`config.mk`:
```
export PLATFORM = sky130hd
export DESIGN_NAME = onehot_encoder_4to2
export DESIGN_NICKNAME = d
export VERILOG_FILES = /design/src/rtl/onehot_encoder_4to2.sv
export SDC_FILE = /design/constraint.sdc
export NUM_CORES = 1
export LEC_CHECK = 0
export CAP_MARGIN = 30
export CORE_MARGIN = 3
export CORE_UTILIZATION = 45
export CTS_CLUSTER_DIAMETER = 30
export CTS_CLUSTER_SIZE = 12
export DETAILED_ROUTE_END_ITERATION = 8
export PLACE_DENSITY = 0.85
export SLEW_MARGIN = 20
export SYNTH_ARGS = -nofsm -noshare
export SYNTH_HDL_FRONTEND = slang
export SYNTH_SLANG_ARGS = --single-unit
```
`constraint.sdc`:
```
create_clock -name clk -period 1.8 [get_ports clk]
set_input_delay 0.36 -clock clk [delete_from_list [all_inputs] [get_ports clk]]
set_output_delay 0.36 -clock clk [all_outputs]
set_load 0.1 [all_outputs]
```
`src/rtl/onehot_encoder_4to2.sv`:
```
// Registered 4-to-2 one-hot encoder with non-one-hot flagging, saturating error count and an output FIFO.
// Latency: one cycle from accept to buffer head; backpressure: in_ready = !full, so no word is ever dropped.
module onehot_encoder_4to2 #(
    parameter int DEPTH = 2,
    parameter int CNT_W = 8
) (
    input  logic             clk,
    input  logic             rst_n,
    input  logic             in_valid,
    output logic             in_ready,
    input  logic             y1,
    input  logic             y2,
    input  logic             y3,
    input  logic             y4,
    output logic             out_valid,
    input  logic             out_ready,
    output logic             a,
    output logic             b,
    output logic             err,
    output logic [CNT_W-1:0] err_cnt
);

    localparam int PW = $clog2(DEPTH);
    localparam int OW = $clog2(DEPTH + 1);

    logic [1:0]       r_rst_sync;
    logic [2:0]       r_mem [DEPTH];
    logic [PW-1:0]    r_wr_ptr;
    logic [PW-1:0]    r_rd_ptr;
    logic [OW-1:0]    r_cnt;
    logic [2:0]       r_last;
    logic [CNT_W-1:0] r_err_cnt;

    logic       w_run;
    logic       w_full;
    logic       w_push;
    logic       w_pop;
    logic [1:0] w_code;
    logic       w_err;
    logic [2:0] w_head;

    // Reset asserts asynchronously but releases on a clock edge, so the
    // handshake only opens once the local reset has cleanly deasserted.
    always_ff @(posedge clk or negedge rst_n) begin
        if (!rst_n) begin
            r_rst_sync <= 2'b00;
        end else begin
            r_rst_sync <= {r_rst_sync[0], 1'b1};
        end
    end

    assign w_run = r_rst_sync[1];

    always_comb begin
        w_code = 2'b00;
        if (y4) begin
            w_code = 2'b11;
        end else if (y3) begin
            w_code = 2'b10;
        end else if (y2) begin
            w_code = 2'b01;
        end
    end

    always_comb begin
        w_err = 1'b1;
        case ({y4, y3, y2, y1})
            4'b0001, 4'b0010, 4'b0100, 4'b1000: w_err = 1'b0;
            default:                            w_err = 1'b1;
        endcase
    end

    assign w_full    = (r_cnt == OW'(DEPTH));
    assign in_ready  = w_run & ~w_full;
    assign out_valid = (r_cnt != '0);
    assign w_push    = in_valid & in_ready;
    assign w_pop     = out_valid & out_ready;

    always_ff @(posedge clk or negedge rst_n) begin
        if (!rst_n) begin
            for (int i = 0; i < DEPTH; i++) begin
                r_mem[i] <= '0;
            end
            r_wr_ptr <= '0;
            r_rd_ptr <= '0;
            r_cnt    <= '0;
            r_last   <= '0;
        end else begin
            if (w_push) begin
                r_mem[r_wr_ptr] <= {w_code, w_err};
                r_wr_ptr        <= r_wr_ptr + PW'(1);
            end
            if (w_pop) begin
                r_last   <= r_mem[r_rd_ptr];
                r_rd_ptr <= r_rd_ptr + PW'(1);
            end
            case ({w_push, w_pop})
                2'b10:   r_cnt <= r_cnt + OW'(1);
                2'b01:   r_cnt <= r_cnt - OW'(1);
                default: r_cnt <= r_cnt;
            endcase
        end
    end

    always_ff @(posedge clk or negedge rst_n) begin
        if (!rst_n) begin
            r_err_cnt <= '0;
        end else if (w_push && w_err && (r_err_cnt != {CNT_W{1'b1}})) begin
            r_err_cnt <= r_err_cnt + CNT_W'(1);
        end
    end

    // With the buffer empty the outputs keep showing the last word popped.
    assign w_head       = out_valid ? r_mem[r_rd_ptr] : r_last;
    assign {a, b, err}  = w_head;
    assign err_cnt      = r_err_cnt;

endmodule

```
=== Yosys cells after proc, flatten, opt, wreduce, memory -nomap -nowiden ===
Index checks and enable logic that the tools add are counted.
Widths: inputs -> output; s select.

* Flip-flop bits (word level): 23
* Input bits: 8

* Add/subtract/negate cells: 5
* Order comparisons: 3
* Equal/unequal tests: 8
* Muxes and demuxes: 12
* Bitwise operators: 6
* Reductions and logical operators: 6

{| class="wikitable"
|+ Operators by type and width
! cell !! number
|-
| $mux 3 || 5
|-
| $add 8x1->8 const B || 1
|-
| $ne 8x8->1 const B || 1
|-
| $bwmux 6 || 1
|-
| $eq 2x2->1 const B || 2
|-
| $eq 4x1->1 const B || 1
|-
| $eq 4x2->1 const B || 1
|-
| $eq 4x3->1 const B || 1
|-
| $eq 4x4->1 const B || 1
|-
| $ge 2x2->1 const B || 2
|-
| $mux 2 || 2
|-
| $not 1->2 || 2
|-
| $pmux 2 s2 || 1
|-
| $reduce_bool 2->1 || 2
|-
| $reduce_or 4->1 || 1
|-
| $and 1x1->1 || 3
|-
| $demux 3 s1 || 1
|-
| $logic_and 1x1->1 || 3
|-
| $add 1x1->1 const B || 2
|-
| $add 2x1->2 const B || 1
|-
| $eq 2x1->1 const B || 1
|-
| $lt 2x1->1 const B || 1
|-
| $mux 1 || 2
|-
| $sub 2x1->2 const B || 1
|-
| $not 1->1 || 1
|}

=== Depth between registers and ports, before layout ===
* Depth after elaboration: 6
* Mapped depth: 8

=== Worst setup path after synthesis ===
OpenSTA, ideal clock, no wires.

* Path type: reg2out
* Start: register r_cnt[0]
* End: output a
* Arrival: 3.045 ns
* Data required time: 1.440 ns
* Setup slack: -1.605 ns
* Stages on the path, launching flop included: 5
* Cells stage by stage: dfrtp_1 > or2_2 > clkbuf_1 > nor2_1 > a21oi_1

* Word-level cells in the longest chain between the ends: 2

{| class="wikitable"
|+ RTL lines
! element !! line !! RTL
|-
| start: declaration || 30 || <nowiki>logic [OW-1:0] r_cnt;</nowiki>
|-
| start signal: assignment || 98 || <nowiki>2'b10: r_cnt <= r_cnt + OW'(1);</nowiki>
|-
| start signal: assignment || 99 || <nowiki>2'b01: r_cnt <= r_cnt - OW'(1);</nowiki>
|-
| start signal: assignment || 100 || <nowiki>default: r_cnt <= r_cnt;</nowiki>
|-
| $reduce_bool 2->1 || 75 || <nowiki>assign out_valid = (r_cnt != '0);</nowiki>
|-
| named net out_valid || 15 || <nowiki>output logic out_valid,</nowiki>
|-
| $mux 3 || 114 || <nowiki>assign w_head = out_valid ? r_mem[r_rd_ptr] : r_last;</nowiki>
|-
| end: declaration || 17 || <nowiki>output logic a,</nowiki>
|}

The timed path passes the listed nets, and every way through them passes these cells.

=== Final worst setup path ===
* Start: register r_cnt[1]
* End: output b

* Word-level cells in the longest chain between the ends: 2

{| class="wikitable"
|+ RTL lines
! element !! line !! RTL
|-
| $reduce_bool 2->1 || 75 ||
|-
| $mux 3 || 114 ||
|-
| end: declaration || 18 || <nowiki>output logic b,</nowiki>
|}

No other way between the ends.

==> run metrics <==
failing checks=negative setup slack; Synth Area in Compound Gates=0.04994; largest family of logic cells by synthesized area=simple AND/OR/NAND/NOR gates; cts bufs inserted=3; Overflow after GRT=0; final setup fails=7; Post-CTS Hold Fix Bufs=0; worst flop-to-flop path startpoint=r_cnt[1]$_DFFE_PN0P_; DR DRC count=0; RSZ-0062 raised after global routing=true; Cell Area, Synth=about 1100 µm²; Final ANT Viol Nets=0; largest net degree at the start of global routing=24; Starting Density=0.4843; Post-Place Cell Area=approximately 1600 µm²; Layout Skew=around 0.0025 ns; Post-synth EDFFs=0; core area=2276 µm²; Final Util=0.7988; FMAX=0.5328 GHz; Gate Count Post-Synth=around 100; prevailing post-synth register cell=dfrtp_1; Yosys cell types=30; clock sink count=23; # nets final=about 150; layout cells sized above 1=0.4895; Layout area overhead=64.93%; worst setup path category=reg2out; top cell type's share of synthesized area=0.5221; CP Max Fanout=7; clock latency at the later pin of the worst-skew pair=between 0.3 and 0.4 ns; H-tree lvl count=1; Tcrit/Tclk final=1.043; Simple-Gate Fraction of Synth Area=0.2123; Die Ht=55.50 µm; Final Hold Fails=0; Die W=between 50 and 60 µm; Final GP Congestion=0.8106; crit path capture type=output port; wire per inst=roughly 16 µm; flop-to-flop setup slack=-0.05 ns; Worst R2R End=err_cnt[5]$_DFFE_PN0P_; number of global-route vias before repair=916; Synth Area in Adders=0.02270; xor/xnor share of the synthesized area=0.09535; Ports=21; global-route wire length before repair=4278 µm; syn_nets=about 110; hold wc startpoint=r_rst_sync[0]$_DFF_PN0_; number of synthesized register bits=23; Worst Path Required=about 1.4 ns; initial DRC count=19; GRT Overall Usage=0.1840; vias per cell=5.146; CP Data Arrival Time=approximately 1.5 ns; ant diodes=0; fraction of registers with async set/reset=1.000; Max clock buf depth=2; Pins Over Slew Limit=0; area leader, netlist=dfrtp_1; CP Launch Type=flop; Worst Hold Endpoint=r_rst_sync[1]$_DFF_PN0_; die footprint=between 3000 and 4000 µm²; initial antenna violation count=0; final wirelength=roughly 2700 µm; count leader, synth=dfrtp_1; top post-synthesis cells by count=dfrtp_1 (23), nor2_1 (12), nand2_1 (9); clock-pin slew on the worst setup and hold paths=around 0.12 ns; count of input and output buffers=20; CTS tree=yes; drt pass-1 iters=4; Max Cap Viol=0; Hold/Removal Path Class=reg2reg; crit path time final=around 1.9 ns; Core Rows=17; Hold WS=~0.37 ns; cell depth of the worst hold path=0; Ys Warns=0; mux cell area share after synthesis=0.06697; Seq/Total Area, Yosys=0.5221; outcome=complete, but fails checks; CTS Root Cell=clkbuf_4; fin area=roughly 1800 µm²; Final HPWL DP=1843 µm; worst setup margin=-0.07680 ns; vias post-DR=880; Post-Synthesis Mean Instance Area=around 11 µm²; Reg2Reg Depth=6; top cells by area, synth=dfrtp_1 (52%), xor2_1 (5.6%), nor2_1 (4.1%)
## routing by layer
| metal | vias to the layer above | share of wire | global-route usage |
|---|---|---|---|
| li1 | 427 | - | - |
| met1 | 437 | 0.39 | 0.2123 |
| met4 | 0 | 0.016 | 0.1146 |
| met2 | 14 | 0.56 | 0.3209 |
| met3 | 2 | 0.027 | 0.02103 |
| met5 | - | 0 | 0 |
## how the worst max path moves through the flow
stage | from | end | cells after the start
floorplan | r_cnt[1]$_DFFE_PN0P_ | err_cnt[1]$_DFFE_PN0P_ | 6
global placement | y4 | err_cnt[6]$_DFFE_PN0P_ | 6
detailed placement | y1 | err_cnt[6]$_DFFE_PN0P_ | 6
CTS | r_cnt[0]$_DFFE_PN0P_ | err | 4
global route | r_cnt[1]$_DFFE_PN0P_ | err | 4
finish | r_cnt[1]$_DFFE_PN0P_ | b | 4
## critical path, stage by stage, from the launching register on
cell and delay (ns):
dfrtp_1 0.41, buf_6 0.12, or2_4 0.32, a21oi_4 0.16, buf_12 0.19
## stage by stage
stage | cells | setup TNS [ns] | setup slack (ns)
6_report | 171 | -0.3800 | -0.07680
5_1_grt | 171 | -0.8501 | -0.1381
4_1_cts | 168 | -0.5535 | -0.1022
3_5_place_dp | 160 | -3.383 | -0.4491
3_3_place_gp | 160 | -2.853 | -0.4022
2_1_floorplan | 102 | -0.02803 | -0.02803
## timing repair
item | in CTS | in global routing
pin swaps | 9 | 6
hold endpoints to repair | 0 | 0
buffers inserted | 4 | 3
gates resized for setup | 22 | 5
setup endpoints to repair | 10 | 13
## final cells by class
| type | count | area [µm²] |
|---|---|---|
| Multi-Input combinational cell | 73 | 646.9 |
| Timing Repair Buffer | 40 | 498.0 |
| Inverter | 3 | 11.26 |
| Fill cell | 122 | 457.9 |
| Tap cell | 28 | 35.03 |
| Sequential cell | 23 | 600.6 |
| Clock buffer | 4 | 26.28 |
## cells by family after synthesis
group | after synthesis
buf+inv | 6
xor+xnor | 12
compound gates | 11
simple gates | 40
other cells | 1
flops | 23
mux | 7
fa+ha+maj | 2
## cell usage in the layout (no fill, tap or decap), drive strengths merged, types with 4 or more instances in the layout
cell type / n
buf: 33
dfrtp: 23
nor2: 12
nand2: 9
xor2: 7
a21oi: 6
o21ai: 5
xnor2: 5
mux2i: 4
nand3: 4
clkbuf: 4
nor3: 4
## state kept, by name, indices dropped and copies added (netlist names)
register and cells:
err_cnt 8, r_cnt 2, r_last 3, r_mem 6
r_rd_ptr 1, r_rst_sync 2, r_wr_ptr 1
Power is left out: the tool's default activity adds up to more than one toggle a clock period on the data nets, which glitch-free logic cannot reach.
